**src/rtl/apb_master_if.sv**
```systemverilog
// CPU data-port and APB peripheral-bus signals of the apb_master bridge.
// master: the bridge side; slave: the CPU + peripheral side.
interface apb_master_if;
    logic        transfer;
    logic        write;
    logic [31:0] addr;
    logic [31:0] wdata;
    logic [2:0]  strb;
    logic [31:0] rdata;
    logic        ready;
    logic        err;

    logic [31:0] PADDR;
    logic        PWRITE;
    logic [31:0] PWDATA;
    logic [2:0]  PSTRB;
    logic        PENABLE;
    logic        PSEL0, PSEL1, PSEL2, PSEL3, PSEL4;
    logic [31:0] PRDATA0, PRDATA1, PRDATA2, PRDATA3, PRDATA4;
    logic        PREADY0, PREADY1, PREADY2, PREADY3, PREADY4;

    modport master (
        input  transfer, write, addr, wdata, strb,
        output rdata, ready, err,
        output PADDR, PWRITE, PWDATA, PSTRB, PENABLE,
        output PSEL0, PSEL1, PSEL2, PSEL3, PSEL4,
        input  PRDATA0, PRDATA1, PRDATA2, PRDATA3, PRDATA4,
        input  PREADY0, PREADY1, PREADY2, PREADY3, PREADY4
    );

    modport slave (
        output transfer, write, addr, wdata, strb,
        input  rdata, ready, err,
        input  PADDR, PWRITE, PWDATA, PSTRB, PENABLE,
        input  PSEL0, PSEL1, PSEL2, PSEL3, PSEL4,
        output PRDATA0, PRDATA1, PRDATA2, PRDATA3, PRDATA4,
        output PREADY0, PREADY1, PREADY2, PREADY3, PREADY4
    );
endinterface

```
**src/rtl/apb_master.sv**
```systemverilog
// CPU load/store to APB bridge: five decoded slots, unmapped-address and
// slave-timeout error completion so the core is never left waiting.
module apb_master #(
    parameter int TIMEOUT = 255
) (
    input logic          PCLK,
    input logic          PRESET,
    apb_master_if.master bus
);

    // state  | meaning
    // IDLE   | waiting for a CPU transfer request
    // SETUP  | PSEL asserted, PENABLE low
    // ACCESS | PENABLE high, waiting for PREADY / unmapped / timeout
    typedef enum logic [1:0] {ST_IDLE, ST_SETUP, ST_ACCESS} state_t;

    localparam logic [7:0] C_TO_LAST = 8'(TIMEOUT - 1);

    state_t      r_state, w_next;
    logic [7:0]  r_cnt;
    logic [4:0]  r_sel;
    logic [31:0] r_paddr, r_pwdata;
    logic        r_pwrite;
    logic [2:0]  r_pstrb;

    logic [4:0]  w_dec;
    logic        w_active, w_mapped, w_sel_ready, w_timeout;
    logic [31:0] w_sel_rdata;
    logic        w_ready, w_err;
    logic [31:0] w_rdata;

    always_comb begin
        w_dec = 5'b00000;
        case (bus.addr[31:12])
            20'h10000: w_dec = 5'b00001;
            20'h10001: w_dec = 5'b00010;
            20'h10002: w_dec = 5'b00100;
            20'h10003: w_dec = 5'b01000;
            20'h10004: w_dec = 5'b10000;
            default:   w_dec = 5'b00000;
        endcase
    end

    // r_sel is one-hot for a mapped slot and all-zero for an unmapped address
    assign w_mapped    = |r_sel;
    assign w_sel_ready = |(r_sel & {bus.PREADY4, bus.PREADY3, bus.PREADY2,
                                    bus.PREADY1, bus.PREADY0});
    assign w_sel_rdata = ({32{r_sel[0]}} & bus.PRDATA0) |
                         ({32{r_sel[1]}} & bus.PRDATA1) |
                         ({32{r_sel[2]}} & bus.PRDATA2) |
                         ({32{r_sel[3]}} & bus.PRDATA3) |
                         ({32{r_sel[4]}} & bus.PRDATA4);
    assign w_timeout   = (r_cnt == C_TO_LAST);

    always_ff @(posedge PCLK or posedge PRESET) begin
        if (PRESET) r_state <= ST_IDLE;
        else        r_state <= w_next;
    end

    always_comb begin
        w_next  = r_state;
        w_ready = 1'b0;
        w_err   = 1'b0;
        w_rdata = 32'd0;
        case (r_state)
            ST_IDLE:  if (bus.transfer) w_next = ST_SETUP;
            ST_SETUP: w_next = ST_ACCESS;
            ST_ACCESS: begin
                if (!w_mapped) begin
                    w_ready = 1'b1;
                    w_err   = 1'b1;
                    w_next  = ST_IDLE;
                end else if (w_sel_ready) begin
                    w_ready = 1'b1;
                    w_rdata = w_sel_rdata;
                    w_next  = ST_IDLE;
                end else if (w_timeout) begin
                    w_ready = 1'b1;
                    w_err   = 1'b1;
                    w_next  = ST_IDLE;
                end
            end
            default: w_next = ST_IDLE;
        endcase
    end

    always_ff @(posedge PCLK or posedge PRESET) begin
        if (PRESET) begin
            r_cnt <= 8'd0;
        end else if (r_state == ST_SETUP) begin
            r_cnt <= 8'd0;
        end else if (r_state == ST_ACCESS && w_next == ST_ACCESS) begin
            r_cnt <= r_cnt + 8'd1;
        end
    end

    // request fields are held through IDLE until the next accepted transfer
    always_ff @(posedge PCLK or posedge PRESET) begin
        if (PRESET) begin
            r_paddr  <= 32'd0;
            r_pwdata <= 32'd0;
            r_pwrite <= 1'b0;
            r_pstrb  <= 3'd0;
            r_sel    <= 5'd0;
        end else if (r_state == ST_IDLE && bus.transfer) begin
            r_paddr  <= bus.addr;
            r_pwdata <= bus.wdata;
            r_pwrite <= bus.write;
            r_pstrb  <= bus.strb;
            r_sel    <= w_dec;
        end
    end

    assign w_active    = (r_state != ST_IDLE);
    assign bus.PSEL0   = w_active & r_sel[0];
    assign bus.PSEL1   = w_active & r_sel[1];
    assign bus.PSEL2   = w_active & r_sel[2];
    assign bus.PSEL3   = w_active & r_sel[3];
    assign bus.PSEL4   = w_active & r_sel[4];
    assign bus.PENABLE = (r_state == ST_ACCESS);
    assign bus.PADDR   = r_paddr;
    assign bus.PWDATA  = r_pwdata;
    assign bus.PWRITE  = r_pwrite;
    assign bus.PSTRB   = r_pstrb;
    assign bus.ready   = w_ready;
    assign bus.err     = w_err;
    assign bus.rdata   = w_rdata;

endmodule

```
**src/flat_wrapper.sv**
```systemverilog
// flat-port wrapper written by rule: the top's interface ports become plain ports
module apb_master_flat 
#(
    parameter int TIMEOUT = 255
)
  (PCLK, PRESET, bus_transfer, bus_write, bus_addr, bus_wdata, bus_strb, bus_rdata, bus_ready, bus_err, bus_PADDR, bus_PWRITE, bus_PWDATA, bus_PSTRB, bus_PENABLE, bus_PSEL0, bus_PSEL1, bus_PSEL2, bus_PSEL3, bus_PSEL4, bus_PRDATA0, bus_PRDATA1, bus_PRDATA2, bus_PRDATA3, bus_PRDATA4, bus_PREADY0, bus_PREADY1, bus_PREADY2, bus_PREADY3, bus_PREADY4);
  apb_master_if bus_i ();
  input logic PCLK;
  input logic PRESET;
  input wire logic [$bits(bus_i.transfer)-1:0] bus_transfer;
  input wire logic [$bits(bus_i.write)-1:0] bus_write;
  input wire logic [$bits(bus_i.addr)-1:0] bus_addr;
  input wire logic [$bits(bus_i.wdata)-1:0] bus_wdata;
  input wire logic [$bits(bus_i.strb)-1:0] bus_strb;
  output wire logic [$bits(bus_i.rdata)-1:0] bus_rdata;
  output wire logic [$bits(bus_i.ready)-1:0] bus_ready;
  output wire logic [$bits(bus_i.err)-1:0] bus_err;
  output wire logic [$bits(bus_i.PADDR)-1:0] bus_PADDR;
  output wire logic [$bits(bus_i.PWRITE)-1:0] bus_PWRITE;
  output wire logic [$bits(bus_i.PWDATA)-1:0] bus_PWDATA;
  output wire logic [$bits(bus_i.PSTRB)-1:0] bus_PSTRB;
  output wire logic [$bits(bus_i.PENABLE)-1:0] bus_PENABLE;
  output wire logic [$bits(bus_i.PSEL0)-1:0] bus_PSEL0;
  output wire logic [$bits(bus_i.PSEL1)-1:0] bus_PSEL1;
  output wire logic [$bits(bus_i.PSEL2)-1:0] bus_PSEL2;
  output wire logic [$bits(bus_i.PSEL3)-1:0] bus_PSEL3;
  output wire logic [$bits(bus_i.PSEL4)-1:0] bus_PSEL4;
  input wire logic [$bits(bus_i.PRDATA0)-1:0] bus_PRDATA0;
  input wire logic [$bits(bus_i.PRDATA1)-1:0] bus_PRDATA1;
  input wire logic [$bits(bus_i.PRDATA2)-1:0] bus_PRDATA2;
  input wire logic [$bits(bus_i.PRDATA3)-1:0] bus_PRDATA3;
  input wire logic [$bits(bus_i.PRDATA4)-1:0] bus_PRDATA4;
  input wire logic [$bits(bus_i.PREADY0)-1:0] bus_PREADY0;
  input wire logic [$bits(bus_i.PREADY1)-1:0] bus_PREADY1;
  input wire logic [$bits(bus_i.PREADY2)-1:0] bus_PREADY2;
  input wire logic [$bits(bus_i.PREADY3)-1:0] bus_PREADY3;
  input wire logic [$bits(bus_i.PREADY4)-1:0] bus_PREADY4;
  assign bus_i.transfer = bus_transfer;
  assign bus_i.write = bus_write;
  assign bus_i.addr = bus_addr;
  assign bus_i.wdata = bus_wdata;
  assign bus_i.strb = bus_strb;
  assign bus_rdata = bus_i.rdata;
  assign bus_ready = bus_i.ready;
  assign bus_err = bus_i.err;
  assign bus_PADDR = bus_i.PADDR;
  assign bus_PWRITE = bus_i.PWRITE;
  assign bus_PWDATA = bus_i.PWDATA;
  assign bus_PSTRB = bus_i.PSTRB;
  assign bus_PENABLE = bus_i.PENABLE;
  assign bus_PSEL0 = bus_i.PSEL0;
  assign bus_PSEL1 = bus_i.PSEL1;
  assign bus_PSEL2 = bus_i.PSEL2;
  assign bus_PSEL3 = bus_i.PSEL3;
  assign bus_PSEL4 = bus_i.PSEL4;
  assign bus_i.PRDATA0 = bus_PRDATA0;
  assign bus_i.PRDATA1 = bus_PRDATA1;
  assign bus_i.PRDATA2 = bus_PRDATA2;
  assign bus_i.PRDATA3 = bus_PRDATA3;
  assign bus_i.PRDATA4 = bus_PRDATA4;
  assign bus_i.PREADY0 = bus_PREADY0;
  assign bus_i.PREADY1 = bus_PREADY1;
  assign bus_i.PREADY2 = bus_PREADY2;
  assign bus_i.PREADY3 = bus_PREADY3;
  assign bus_i.PREADY4 = bus_PREADY4;
  apb_master #(.TIMEOUT(TIMEOUT)) u_core (.PCLK(PCLK), .PRESET(PRESET), .bus(bus_i));
endmodule
```
**config.mk**
```make
export PLATFORM = sky130hd
export DESIGN_NAME = apb_master_flat
export DESIGN_NICKNAME = d
export VERILOG_FILES = /design/src/rtl/apb_master_if.sv /design/src/rtl/apb_master.sv /design/src/flat_wrapper.sv
export SDC_FILE = /design/constraint.sdc
export NUM_CORES = 1
export LEC_CHECK = 0
export BUFFER_PORTS_ARGS = -buffer_cell sky130_fd_sc_hd__buf_2
export CELL_PAD_IN_SITES_DETAIL_PLACEMENT = 1
export CELL_PAD_IN_SITES_GLOBAL_PLACEMENT = 2
export CORE_UTILIZATION = 17
export CTS_CLUSTER_DIAMETER = 100
export DETAILED_ROUTE_END_ITERATION = 6
export GPL_TIMING_DRIVEN = 0
export PLACE_DENSITY_LB_ADDON = 0.1
export SLEW_MARGIN = 20
export SYNTH_ARGS = -nofsm -noshare
export SYNTH_HDL_FRONTEND = slang
export SYNTH_SLANG_ARGS = --single-unit
```
**constraint.sdc**
```tcl
create_clock -name PCLK -period 2.3 [get_ports PCLK]
set_clock_uncertainty 0.15 [all_clocks]
set_input_delay 0.115 -clock PCLK [delete_from_list [all_inputs] [get_ports PCLK]]
set_output_delay 0.115 -clock PCLK [all_outputs]
set_load 0.05 [all_outputs]
```
==> impl_metrics.toml <==
[critical_path]
crit_chain = "buf_6 > a222oi_1 > nand2_1 > nand2_4 > buf_12 > clkbuf_16 > a21oi_4 > buf_6"
worstPathArrival_ps = 2070
end_kind = "output port"
cp_data_required_time_ps = 2040
worst-path-max-fanout = 5
slowest_stage = "dfrtp_1"
cpMostUsedCell = "buf_6"
r2r_cells = 9
startpoint_type = "flop"
cpPeakStageDelay_ps = 370
r2r-start = "u_core.r_sel[3]"
critPathKind = "flop to output port"
startpoint = "u_core.r_sel[0]"

[power_and_ir_drop]
seqPwrFrac_pct = 32.3
power_per_cell_area_nw_per_um2 = 744
p_leak_nw = 3.97
swShare_pct = 40.6
pwr-share-comb_pct = 37.5
power.switching_w = 0.00239
vdd_ir_drop_max_v = 0.000534
internal_power_w = 0.00349
clkPwrFrac_pct = 30.2

[placement]
portBuffers = 343
gp_congestion = 0.922
place_ws_ps = -423
hpwl_mm = 17.2
placedCellCount = 1170

[sta]
slew_violations = 0
grt_setup_unrepaired = "true"
finalSetupViolations = 12
fin_crit_ps = 2340
slew_headroom_pct = 58.3
worst_slack_ps = -37.5
worst_slew_pin_slew_ps = 624
max_freq_mhz = 428
period_share_pct = 102
fin_hold_ws_ps = 90.0
finalHoldViolCount = 0

[synth]
syn-mean-instance-area_um2 = 8.39
ys.flop_type = "dfrtp_1"
synth_fp_nets = 739
synth-edff-count = 0
yosys_warnings = 0
syn_inst = 501
synth_area_leader_cell = "dfrtp_1"
yosys-top-cells-area = "dfrtp_1 (49%), nand2_1 (19%), a222oi_1 (7.9%), a22oi_1 (5.9%), a21oi_1 (3.8%)"
synth_seq_cells = 83
synth-async-reset-ratio_pct = 100
synth_area_um2 = 4200
synth_top_area_share_pct = 49.4
synth_seq_area_share_pct = 49.4
synth_cell_types = 35

[layout]
area_delta_synth_final_pct = 88.0
stdcell_count = 1265
antenna_cells = 0
final_common_cell = "buf_2"
fill_cells = 2954
drive_gt1_share_pct = 44.0
mostFrequentLayoutCells = "buf_2 (311), nand2_1 (216), dfrtp_1 (81)"
nNetsFinal = 1174

[grt]
gr-total-overflow = 0
first_global_vias = 6105
track_usage_pct = 17.7
grt_max_degree = 31
grt_pass1_wl_mm = 34.9
antenna_found_initial = 0

[routing]
firstDrtPassIters = 5
viasPerCell = 4.36
wl_mm = 22.3
top_layer = "met4"
drc_errors = 0
wl_met1_mm = 8.59
antenna_left = 0
first_iter_violations = 297
dr_total_vias = 5518
wl_per_cell_um = 17.7
wl_met3_mm = 1.65
wl_met2_mm = 11.6

[hold_path]
min_path_cells = 4
hold_path.class = "primary input to flop"
min_from = "bus_transfer"

[floorplan]
dieHeight_um = 159
pin_count = 344
core_area_um2 = 24300
start_util_pct = 17.3
die-area_um2 = 25400
fp.dieW_um = 159
rows = 57

[clock_tree]
clock_latency_ps = 340
clkTransAtPathRegs_ps = 60
h-tree-depth = 3
clock_sinks = 83
cts-root-buf = "clkbuf_16"
cts_buffers = 9
cts_max_path_buffers = 2
cts_tree = "built"

[run]
maxCapViolations = 0

[run_status]
outcome = "complete, but fails checks"
violations = "negative setup slack"
## final timing paths
| check | slack (ps) | end |
|---|---|---|
| setup / recovery | -40 | bus_rdata[28] |
| hold / removal | 90 | u_core.r_sel[0] |
| setup reg to reg | 120 | u_core.r_cnt[5] |
| hold reg to reg | 320 | u_core.bus.PWDATA[16] |
| max in group asynchronous | 1180 | u_core.r_sel[2] |
| min in group asynchronous | 240 | u_core.bus.PWDATA[4] |
## area by class of cell
class | count | area, um^2 | area share, %
repair buffers | 427 | 2740 | 34.7
flip-flops and latches | 83 | 2080 | 26.3
multi-input cells | 373 | 2070 | 26.2
well taps | 324 | 405 | 5.13
clock buffers | 9 | 225 | 2.85
plain buffers | 36 | 219 | 2.77
clock inverters | 7 | 140 | 1.77
inverters | 6 | 26.3 | 0.332
## worst max-delay path: cells and delay by family (launching register included)
| kind | cells | cell delay, ps |
|---|---|---|
| AO/OA/AOI/OAI | 2 | 410 |
| AND/OR/NAND/NOR | 2 | 350 |
| flip-flops | 1 | 370 |
| buffers and inverters | 4 | 580 |
## power groups by stage
stage / combinational (W) / sequential, W / clock (W)
6_report: 0.00220 / 0.00190 / 0.00178
2_1_floorplan: 0.000386 / 0.00293 / 0
3_5_place_dp: 0.00213 / 0.00192 / 0
3_3_place_gp: 0.00210 / 0.00191 / 0
5_1_grt: 0.00236 / 0.00194 / 0.00191
4_1_cts: 0.00223 / 0.00190 / 0.00186
## synth_stat cells (2+ instances only)
library cell  number
nor4_1             4
o22ai_1            2
nor3_1             2
inv_1              5
nand3_1            7
clkbuf_1          35
a21oi_1           32
mux2i_1            3
dfrtp_1           83
a222oi_1          33
nand2_1          217
or4_1              4
o31ai_1            3
nor2_1             4
ha_1               2
nor2b_1            6
nand2b_1           4
a22oi_1           33
buf_6              2
o21ai_0            4
buf_2              2
## layer usage
metal | vias up | global-route usage, %
met3 | 30 | 5.29
met4 | 0 | 5.73
met5 | - | 0
met2 | 230 | 33.2
li1 | 2636 | -
met1 | 2622 | 18.8
## state kept, by name, summed over array words and instances, names as in the netlist
signal             flops
u_core.bus.PWRITE      1
u_core.r_cnt           8
u_core.bus.PWDATA     32
u_core.r_sel           5
u_core.r_state         2
u_core.bus.PADDR      32
u_core.bus.PSTRB       3
## stage by stage
step / setup TNS (ps) / total power (W) / area, um^2 / utilization [%]
3_3_place_gp: -10540 / 0.00401 / 6330 / 26.0
3_5_place_dp: -12790 / 0.00405 / 6370 / 26.2
2_1_floorplan: -3040 / 0.00332 / 4210 / -
4_1_cts: -806 / 0.00599 / 7780 / 32.0
6_report: -320 / 0.00588 / 7900 / 32.5
5_1_grt: -2370 / 0.00621 / 7900 / 32.5
## cell families (layout without fill, tap and decap cells)
family	after synthesis	after routing	synth area share [%]
compound gates	114	114	20.2
xor+xnor	1	1	0.208
fa+ha+maj	2	2	0.595
buf+inv	45	485	4.43
flops	83	83	49.4
mux	3	3	0.714
simple gates	253	253	24.5
## what timing repair did
item | in CTS | in global routing
hold endpoints to repair | 97 | 0
endpoints found under the setup margin | 90 | 47
hold buffers | 69 | 0
pin swaps | 4 | 6
buffers inserted | 9 | 3
cloned | 1 | 0
gates resized for setup | 82 | 29
Power figures use the tool's default switching activity.
